--- src/rtl/iter_muldiv_alu.sv ---
// ---------------------------------------------------------------------------
// iter_muldiv_alu
//   Multi-cycle RV32M multiply/divide unit. Multiply is shift-add and divide
//   is restoring division, one bit per cycle, on operand magnitudes with a
//   sign fix-up on the final cycle. Divide-by-zero and signed overflow skip
//   the iteration and go straight to DONE.
//
//   Optional feature macro: MDU_FAST_MUL_EN
//     defined   -> all multiplies use a combinational XLEN x XLEN multiplier
//                  and complete one cycle after accept.
//     undefined -> multiplies iterate for XLEN cycles like divides.
//
// Ports:
//   clk        clock, all state changes on the rising edge
//   rst        synchronous active-high reset
//   in_valid   operands/func valid       in_ready  unit idle, can accept
//   A, B       rs1 / rs2 operands        func      RV32M funct3
//   out_valid  Q holds a result          out_ready consumer takes result
//   Q          result                    busy      operation in progress
// ---------------------------------------------------------------------------
module iter_muldiv_alu #(
  parameter int XLEN  = 32,
  parameter int CNT_W = $clog2(XLEN) + 1
) (
  input  logic            clk,
  input  logic            rst,
  input  logic            in_valid,
  output logic            in_ready,
  input  logic [XLEN-1:0] A,
  input  logic [XLEN-1:0] B,
  input  logic [2:0]      func,
  output logic            out_valid,
  input  logic            out_ready,
  output logic [XLEN-1:0] Q,
  output logic            busy
);

  localparam logic [XLEN-1:0]   ZERO     = {XLEN{1'b0}};
  localparam logic [XLEN-1:0]   ONES     = {XLEN{1'b1}};
  localparam logic [XLEN-1:0]   MIN_NEG  = {1'b1, {(XLEN-1){1'b0}}};
  localparam logic [2*XLEN-1:0] ZERO2    = {(2*XLEN){1'b0}};
  localparam logic [CNT_W-1:0]  CNT_LAST = CNT_W'(XLEN - 1);
  localparam logic [CNT_W-1:0]  CNT_ZERO = {CNT_W{1'b0}};
  localparam logic [CNT_W-1:0]  CNT_ONE  = {{(CNT_W-1){1'b0}}, 1'b1};

  typedef enum logic [1:0] {
    S_IDLE = 2'd0,
    S_CALC = 2'd1,
    S_DONE = 2'd2
  } state_t;

  // rs1 is treated as signed for MULH, MULHSU, DIV, REM
  function automatic logic f_a_signed(input logic [2:0] f);
    return (f == 3'd1) || (f == 3'd2) || (f == 3'd4) || (f == 3'd6);
  endfunction

  // rs2 is treated as signed for MULH, DIV, REM
  function automatic logic f_b_signed(input logic [2:0] f);
    return (f == 3'd1) || (f == 3'd4) || (f == 3'd6);
  endfunction

  function automatic logic [XLEN-1:0] f_neg(input logic [XLEN-1:0] v, input logic n);
    return n ? (ZERO - v) : v;
  endfunction

  state_t            r_state;
  logic [CNT_W-1:0]  r_cnt;
  logic [2:0]        r_func;
  logic [XLEN-1:0]   r_opb;   // multiplicand or divisor magnitude
  logic [XLEN-1:0]   r_hi;    // product high half / partial remainder
  logic [XLEN-1:0]   r_lo;    // multiplier->product low half / dividend->quotient
  logic              r_neg_q; // product or quotient must be negated
  logic              r_neg_r; // remainder must be negated

  logic              w_accept;
  logic              w_a_sgn;
  logic              w_b_sgn;
  logic              w_div_zero;
  logic              w_div_ovf;
  logic              w_fast;
  logic              w_bypass;
  logic [XLEN-1:0]   w_bypass_q;
  logic [XLEN:0]     w_sum;
  logic [XLEN:0]     w_shift;
  logic              w_ge;
  logic [XLEN-1:0]   w_diff;
  logic [XLEN-1:0]   w_next_hi;
  logic [XLEN-1:0]   w_next_lo;
  logic [2*XLEN-1:0] w_prod;
  logic [XLEN-1:0]   w_calc_q;

  assign w_accept   = in_valid & in_ready;
  assign w_a_sgn    = f_a_signed(func);
  assign w_b_sgn    = f_b_signed(func);
  assign w_div_zero = func[2] & (B == ZERO);
  // signed divides only (funct3 4 and 6 have bit 0 clear)
  assign w_div_ovf  = func[2] & ~func[0] & (A == MIN_NEG) & (B == ONES);

`ifdef MDU_FAST_MUL_EN
  logic [2*XLEN-1:0] w_fast_a;
  logic [2*XLEN-1:0] w_fast_b;
  logic [2*XLEN-1:0] w_fast_prod;
  assign w_fast_a    = w_a_sgn ? {{XLEN{A[XLEN-1]}}, A} : {ZERO, A};
  assign w_fast_b    = w_b_sgn ? {{XLEN{B[XLEN-1]}}, B} : {ZERO, B};
  assign w_fast_prod = w_fast_a * w_fast_b;
`endif

  // Results that are known at accept time and skip the iteration
  always_comb begin
    w_bypass_q = ZERO;
    w_fast     = 1'b0;
    if (w_div_zero) begin
      w_bypass_q = func[1] ? A : ONES;
    end else if (w_div_ovf) begin
      w_bypass_q = func[1] ? ZERO : A;
    end else begin
`ifdef MDU_FAST_MUL_EN
      w_fast     = ~func[2];
      w_bypass_q = (func[1:0] == 2'b00) ? w_fast_prod[XLEN-1:0] : w_fast_prod[2*XLEN-1:XLEN];
`else
      w_bypass_q = ZERO;
`endif
    end
  end

  assign w_bypass = w_div_zero | w_div_ovf | w_fast;

  // One iteration step: shift-add for multiply, restoring subtract for divide
  always_comb begin
    w_sum     = {1'b0, r_hi} + ({1'b0, r_opb} & {(XLEN+1){r_lo[0]}});
    w_shift   = {r_hi, r_lo[XLEN-1]};
    w_ge      = (w_shift >= {1'b0, r_opb});
    // when w_ge holds the difference is below the divisor, so XLEN bits suffice
    w_diff    = w_shift[XLEN-1:0] - r_opb;
    w_next_hi = ZERO;
    w_next_lo = ZERO;
    if (r_func[2]) begin
      w_next_hi = w_ge ? w_diff : w_shift[XLEN-1:0];
      w_next_lo = {r_lo[XLEN-2:0], w_ge};
    end else begin
      w_next_hi = w_sum[XLEN:1];
      w_next_lo = {w_sum[0], r_lo[XLEN-1:1]};
    end
  end

  // Final sign correction and result selection on the last iteration
  always_comb begin
    w_prod = {w_next_hi, w_next_lo};
    if (r_neg_q) begin
      w_prod = ZERO2 - {w_next_hi, w_next_lo};
    end else begin
      w_prod = {w_next_hi, w_next_lo};
    end
    case (r_func)
      3'd0:             w_calc_q = w_prod[XLEN-1:0];
      3'd1, 3'd2, 3'd3: w_calc_q = w_prod[2*XLEN-1:XLEN];
      3'd4, 3'd5:       w_calc_q = f_neg(w_next_lo, r_neg_q);
      3'd6, 3'd7:       w_calc_q = f_neg(w_next_hi, r_neg_r);
      default:          w_calc_q = ZERO;
    endcase
  end

  // Control FSM with registered handshake outputs and result
  always_ff @(posedge clk) begin
    if (rst) begin
      r_state   <= S_IDLE;
      r_cnt     <= CNT_ZERO;
      r_func    <= 3'd0;
      r_opb     <= ZERO;
      r_hi      <= ZERO;
      r_lo      <= ZERO;
      r_neg_q   <= 1'b0;
      r_neg_r   <= 1'b0;
      in_ready  <= 1'b1;
      out_valid <= 1'b0;
      busy      <= 1'b0;
      Q         <= ZERO;
    end else begin
      case (r_state)
        S_IDLE: begin
          if (w_accept) begin
            r_func   <= func;
            in_ready <= 1'b0;
            busy     <= 1'b1;
            r_neg_q  <= (w_a_sgn & A[XLEN-1]) ^ (w_b_sgn & B[XLEN-1]);
            r_neg_r  <= w_a_sgn & A[XLEN-1];
            r_hi     <= ZERO;
            r_cnt    <= CNT_LAST;
            if (func[2]) begin
              r_opb <= f_neg(B, w_b_sgn & B[XLEN-1]);
              r_lo  <= f_neg(A, w_a_sgn & A[XLEN-1]);
            end else begin
              r_opb <= f_neg(A, w_a_sgn & A[XLEN-1]);
              r_lo  <= f_neg(B, w_b_sgn & B[XLEN-1]);
            end
            if (w_bypass) begin
              r_state   <= S_DONE;
              out_valid <= 1'b1;
              Q         <= w_bypass_q;
            end else begin
              r_state <= S_CALC;
            end
          end
        end
        S_CALC: begin
          r_hi  <= w_next_hi;
          r_lo  <= w_next_lo;
          r_cnt <= r_cnt - CNT_ONE;
          if (r_cnt == CNT_ZERO) begin
            r_state   <= S_DONE;
            out_valid <= 1'b1;
            Q         <= w_calc_q;
          end
        end
        S_DONE: begin
          if (out_ready) begin
            r_state   <= S_IDLE;
            out_valid <= 1'b0;
            busy      <= 1'b0;
            in_ready  <= 1'b1;
          end
        end
        default: begin
          r_state   <= S_IDLE;
          in_ready  <= 1'b1;
          out_valid <= 1'b0;
          busy      <= 1'b0;
        end
      endcase
    end
  end

endmodule

--- config.mk ---
export PLATFORM = sky130hd
export DESIGN_NAME = iter_muldiv_alu
export DESIGN_NICKNAME = d
export VERILOG_FILES = /design/src/rtl/iter_muldiv_alu.sv
export SDC_FILE = /design/constraint.sdc
export NUM_CORES = 1
export LEC_CHECK = 0
export ABC_CLOCK_PERIOD_IN_PS = 7100
export BUFFER_PORTS_ARGS = -buffer_cell sky130_fd_sc_hd__buf_4
export CORE_MARGIN = 2
export CORE_UTILIZATION = 40
export DETAILED_ROUTE_END_ITERATION = 12
export SLEW_MARGIN = 10
export SYNTH_ARGS = -nofsm -noshare
export SYNTH_HDL_FRONTEND = slang
export SYNTH_SLANG_ARGS = --single-unit
--- constraint.sdc ---
create_clock -name clk -period 7.1 [get_ports clk]
set_input_delay 0.71 -clock clk [delete_from_list [all_inputs] [get_ports clk]]
set_output_delay 0.71 -clock clk [all_outputs]
set_load 0.01 [all_outputs]
; Word level (Yosys, flattened, before mapping)
; Index checks and enable logic that the tools add are counted.
[totals]
register_bits = 144
in_bits = 71
output_inout_bits = 35
word_cells = 111
[op_classes]
addsub = 8
n_lt_le_gt_ge = 1
n_eq_ne = 19
muxes = 40
bitwise_logic = 12
reduce_logical = 19
[op_table]
columns = cell, n
row1 = two-way mux 32 bit, 18
row2 = case mux 32 bit (2 select lines), 3
row3 = case mux 32 bit (4 select lines), 1
row4 = subtractor 1 x 32 -> 32 bit (first input constant), 4
row5 = == test 32 bit (second input constant), 2
row6 = two-way mux 64 bit, 1
row7 = subtractor 1 x 64 -> 64 bit (first input constant), 1
row8 = adder 32 x 33 -> 33 bit, 1
row9 = AND 32 x 33 -> 33 bit, 1
row10 = greater-or-equal comparator 33 x 32 -> 1 bit, 1
row11 = logical NOT 32 bit, 1
row12 = subtractor 32 bit, 1
row13 = == test 3 bit (second input constant), 6
row14 = case mux 6 bit (2 select lines), 1
row15 = == test 3 x 2 -> 1 bit (second input constant), 3
row16 = case mux 1 bit (3 select lines), 3
row17 = two-way mux 2 bit, 4
row18 = != test 2 bit (second input constant), 4
row19 = AND reduction 4 bit, 2
row20 = AND 1 bit, 7
row21 = two-way mux 1 bit, 7
row22 = == test 3 x 1 -> 1 bit (second input constant), 2
row23 = logical NOT 6 bit, 1
row24 = two-way mux 6 bit, 1
row25 = 15 further kinds, 23

; Longest topological paths before layout
[logic_depth]
depth_word = 9
depth_mapped = 26
ltp_nobuf = 21

; Least setup slack after synthesis
; No wires, ideal clock.
[synth_path]
path_kind = reg-to-reg
start = reg r_func[2]
end = reg Q[28]
setup_ps = 119
arrival_ps = 5197
required_time_ps = 6981
path_slack_ps = 1784
path_stages_with_launch = 22
n_path_buf = 9
period_less_slack_ps = 5316
cell_sequence = dfxtp_1 clkbuf_1 buf_1 buf_1 buf_2 buf_1 buf_1 buf_2 buf_1 clkbuf_1 o21ai_0 inv_1 ha_1 o21ai_0 nor2_1 nand4_1 or3_1 nor2_1 a31oi_1 a2111oi_0 a31oi_1 o221a_2
[synth_between]
elab_chain_len = 6
elab_cells_between_ends = 22
[synth_lines]
columns = element, line
row1 = "start, declared", 68  ; logic [2:0] r_func;
row2 = "start signal, assigned", 182  ; r_func <= func;
row3 = two-way mux 32 bit, 137  ; if (r_func[2]) begin
row4 = subtractor 1 x 64 -> 64 bit / subtractor 1 x 32 -> 32 bit (equally long branches), "150, 63"
row5 = two-way mux 64 bit / two-way mux 32 bit (equally long branches), "149, 63"
row6 = case mux 32 bit (4 select lines) (*), 154  ; case (r_func)
row7 = two-way mux 32 bit (*), 209  ; if (r_cnt == CNT_ZERO) begin
row8 = case mux 32 bit (2 select lines) (*), 179  ; case (r_state)
row9 = "end signal, assigned", 199  ; Q <= w_bypass_q;
row10 = "end signal, assigned", 212  ; Q <= w_calc_q;
row11 = "end, declared", 34  ; output logic [XLEN-1:0] Q,
; Mark *: on every way between the ends. The rest lies on a longest branch, timed or not. The select of a mux whose other input is x is not followed.
; A chain may end at the register's enable or synchronous reset.

; Worst setup path in the final report
[layout_path]
start = reg r_opb[10]
end = reg Q[28]
[layout_between]
elab_chain_len = 8
elab_cells_between_ends = 16
[layout_lines]
columns = element, line
row1 = "start, declared", 69  ; logic [XLEN-1:0] r_opb;
row2 = "start signal, assigned", 190  ; r_opb <= f_neg(B, w_b_sgn & B[XLEN-1]);
row3 = "start signal, assigned", 193  ; r_opb <= f_neg(A, w_a_sgn & A[XLEN-1]);
row4 = "AND 32 x 33 -> 33 bit, or another cell as far along", 130  ; w_sum = {1'b0, r_hi} + ({1'b0, r_opb} & {(XLEN+1){r_lo[0]}});
row5 = adder 32 x 33 -> 33 bit / two-way mux 32 bit (equally long branches), "130, 138"
row6 = two-way mux 32 bit, 137
row7 = subtractor 1 x 64 -> 64 bit / subtractor 1 x 32 -> 32 bit (equally long branches), "150, 63"
row8 = two-way mux 64 bit / two-way mux 32 bit (equally long branches), "149, 63"
row9 = case mux 32 bit (4 select lines) (*), 154
row10 = two-way mux 32 bit (*), 209
row11 = case mux 32 bit (2 select lines) (*), 179
; Marks and branches as above.

==> results by stage <==
STA:
- The final hold violation count came to 0.
- Setup violations remaining at the end of the flow were counted as 0.
- The clock arrives with 0.0119 ns of skew.
- The clock period minus final worst setup slack is between 6 and 7 ns.
- The tightest slew margin relative to the limit is 0.253.
- At the pin with the least slew margin, the transition time is ~1.1 ns.
- The sum of negative setup slack is 0 ns.
- The maximum clock frequency is 166 MHz.
- Setup repair after global routing left no endpoint under its margin.
- Across all hold checks on the routed design, the worst slack comes to 0.467 ns.
- The max-slew violation total from the final report is 0.
- Dividing the final minimum period by the clock period gives 0.850.

CTS:
- After clock tree synthesis, the clock-pin slew on the worst setup and hold paths is about 0.06 ns.
- Counting every sink on the clock net gives 144.
- The post-cts hold buffer count is 0.
- Post-CTS timing repair inserted 0 buffers for setup.
- Clock latency on the worst-skew pair, taken at its later pin, is 0.46 ns.
- TritonCTS built the clock tree.
- The longest clock path from root to sink contains 2 buffers.
- The number of clock buffers added by TritonCTS is 17.
- The clock tree synthesis step divided the H-tree into 4 levels.
- Once the clock tree was built, the resizer swapped 0 gates to a different size.
- The tree is rooted in a clkbuf_16.

GRT:
- Entering global routing, the biggest net connects 88 pins.
- For this run, the total global-route usage over all layers was measured as 0.332.
- The first global-routing pass estimated between 100 and 150 mm of wire.
- The via count of the first global-routing pass is around 17000.
- The final global-route overflow total is 0.
- The number of antenna violations at the first check in global routing is 2.

Yosys:
- Of the total synthesized cell area, the portion taken by XOR and XNOR cells is 0.0868.
- The fraction of registers with async set or reset after synthesis is 0.
- The adder-cell area share of the yosys netlist is 0.0579.
- The number of instances in the synthesized netlist is 2307.
- The number of distinct library cells after synthesis is 100.
- The Yosys step of the flow raised 0 warnings.
- Counting flops and latches in the post-synthesis netlist gives approximately 140.
- The compound-gate portion of the synthesized area is 0.321.
- The mapped netlist covers 16000 µm².
- The portion of synthesized area spent on multiplexers is 0.0484.
- Counting flops with a built-in enable in the synthesized netlist gives 0.
- Counting every net in the synthesized netlist gives ~2500.
- The average instance in the mapped netlist occupies 6.95 µm².
- Of the synthesized area, sequential elements account for 0.180.
- The largest family of logic cells by synthesized area is compound AO/OA/AOI/OAI gates.
- The simple-gate area share of the yosys netlist is 0.250.
- In the synthesized netlist the dominant register cell turns out to be dfxtp_1.

Hold path:
- The worst hold-check path type is flip-flop to flip-flop.
- Counting instances, the worst hold path has a depth of 2.

Pwr:
- The total leakage power is between 6 and 7 nW.
- For this design the ratio of total power to cell area is 222 nW/µm².
- The maximum vdd drop is roughly 0.15 mV.
- Total power for the finished layout comes to around 4 mW.

Finish:
- In the layout the commonest cells are nand2_1, a21oi_1, nor2_1, o21ai_0, buf_4.
- The count of nets after finishing is roughly 2500.
- The finished layout holds around 2900 standard cells, fillers aside.
- Leaving out fill and tap cells, the most frequent cell in the layout is nand2_1.
- The layout has around 4200 filler cells.
- Summing all non-filler instances in the final layout gives an area of 17900 µm².
- Relative to the synthesized area, the layout overhead comes to 11.4%.
- The antenna diode count is 0.
- The ratio of cells with drive above 1 in the final layout is 0.109.

Floorplanning:
- The area inside the core boundary is around 40000 µm².
- Pin placement for this block handled roughly 110 I/O pins.
- The vertical extent of the die is 204 µm.
- The floorplan has 73 rows.
- The floorplan step defined a die boundary enclosing 41700 µm².
- The starting utilization of the core area is 0.405.
- The die width is slightly above 200 µm.

Run:
- The number of max-cap violations is 0.

Worst setup path:
- The worst register-to-register path has a depth of 22.
- At the worst endpoint, the arrival time is around 6.4 ns.
- The kind of start point of the critical path is a flip-flop.
- The highest fanout seen on the critical path is 30.
- The kind of end point of the critical path is a flip-flop.
- The required time at the worst-slack endpoint is ~7.5 ns.
- The slack of the worst reg-to-reg path is 1.07 ns.
- The kind of critical path is flip-flop to flip-flop.

Route:
- After detailed routing, the average wire length per cell comes to approximately 25 µm.
- Once detail routing completed, the nets flagged for antenna violations numbered 0.
- Summing over every cut layer, the via total after detailed routing is approximately 18000.
- In the routed design, unresolved DRC markers number 0.
- The starting DRC count in detailed routing is between 2000 and 2500.
- After detailed routing, the number of vias per cell comes to 6.44.
- After detailed routing, the total wire length is around 70 mm.
- The number of optimization iterations in the first detailed-route pass is 9.

Placement:
- Summed over all nets, the half-perimeter wirelength after detailed placement is 54.5 mm.
- The global placer's final weighted congestion is a little over 1.
- Input and output buffers added on the ports amount to between 100 and 150.
- Counting tap cells, the placed design contains a total of 2833 instances.
- The post-placement cell area is between 15000 and 20000 µm².

Outcome:
- The run finished with clean final reports.
==> area by class of cell <==
type                    instances  area, µm²  share of cell area
multi-input cells            1935      12300               0.688
flip-flops and latches        144       2890               0.162
repair buffers                144       1080              0.0605
well taps                     525        657              0.0368
clock buffers                  19        453              0.0253
inverters                      85        319              0.0179
clock inverters                12        184              0.0103
==> worst max-delay path, stage by stage, from the launching register on <==
cell and delay [ns]:
dfxtp_1 0.42, inv_1 0.07, ha_1 0.50, nand3_1 0.14, nor4_1 0.37, nand4bb_1 0.16
and4_1 0.36, nand2_4 0.13, buf_4 0.41, mux2_2 0.38, nand2_1 0.07, o21ai_0 0.12
inv_1 0.14, ha_1 0.27, inv_1 0.09, a31oi_1 0.15, nor4b_2 0.43, nand3_1 0.37
nor2_1 0.45, a31oi_1 0.13, a2111oi_0 0.35, a31oi_1 0.14, o221a_2 0.26
==> flip-flops by register name (all words and copies together), names as in the netlist <==
name	flops
r_hi	32
Q	32
r_opb	32
r_neg_q	1
r_lo	32
busy	1
in_ready	1
r_neg_r	1
out_valid	1
r_cnt	6
r_state	2
r_func	3
==> routing by layer <==
layer  vias up  GRT usage  wire [µm]  share of wire
met5         -          0         12        0.00017
met1      8775      0.432      29100           0.41
met3       191     0.0601       6050          0.086
met2       928      0.514      30700           0.44
met4         2      0.190       4410          0.063
li1       8555          -          -              -
==> synthesized netlist by cell type, types with 6 or more instances <==
master | instances | share of area
o31ai_1 | 25 | 0.012
nand4_1 | 34 | 0.013
mux2_2 | 26 | 0.018
ha_1 | 71 | 0.055
o211ai_1 | 66 | 0.031
nor3b_1 | 10 | 0.0047
inv_1 | 81 | 0.019
o22ai_1 | 10 | 0.0039
or2_2 | 7 | 0.0027
dfxtp_1 | 144 | 0.18
buf_1 | 13 | 0.0030
nor2_1 | 225 | 0.053
a211o_1 | 9 | 0.0049
or4_1 | 9 | 0.0042
clkbuf_1 | 114 | 0.027
and2_1 | 40 | 0.016
or3_1 | 23 | 0.0090
o221ai_1 | 9 | 0.0049
o41ai_1 | 6 | 0.0033
nand2b_1 | 17 | 0.0066
nor3_1 | 68 | 0.021
nand2_1 | 239 | 0.056
nor4_1 | 22 | 0.0086
a31oi_1 | 39 | 0.015
xor2_1 | 68 | 0.037
a22oi_1 | 27 | 0.013
nand3_1 | 67 | 0.021
a21o_1 | 16 | 0.0075
a211oi_1 | 36 | 0.017
a21oi_1 | 236 | 0.074
mux2i_1 | 45 | 0.028
a221oi_1 | 21 | 0.011
o21bai_1 | 15 | 0.0070
o21ai_1 | 11 | 0.0034
xnor2_1 | 91 | 0.050
nor2b_1 | 12 | 0.0047
and3_1 | 16 | 0.0062
o21ai_0 | 177 | 0.055
buf_2 | 10 | 0.0031
o21a_1 | 18 | 0.0084
==> worst paths after layout <==
kind,start,endpoint
max,r_opb[10],Q[28]
min,r_opb[26],r_opb[26]
max reg2reg,r_opb[10],Q[28]
min reg2reg,r_opb[26],r_opb[26]
==> where the power goes <==
| part | total (mW) | switching, mW | internal, mW |
|---|---|---|---|
| clock network | 1.02 | 0.412 | 0.607 |
| registers | 0.982 | 0.0949 | 0.887 |
| logic | 1.97 | 1.32 | 0.649 |
| total | 3.97 | 1.82 | 2.14 |
==> per-stage QoR <==
step / setup WS (ns) / util
final: 1.07 / 0.451
after global routing: 0.531 / 0.451
after CTS: 1.19 / 0.451
after detailed placement: 1.21 / 0.435
after global placement: 1.40 / 0.435
after floorplan: 1.78 / -
==> cell families after synthesis <==
logic type | after synthesis
simple gates | 830
compound gates | 799
buf+inv | 228
xor+xnor | 159
flops | 144
mux | 74
fa+ha+maj | 73
(Power assumes the default switching activity.)
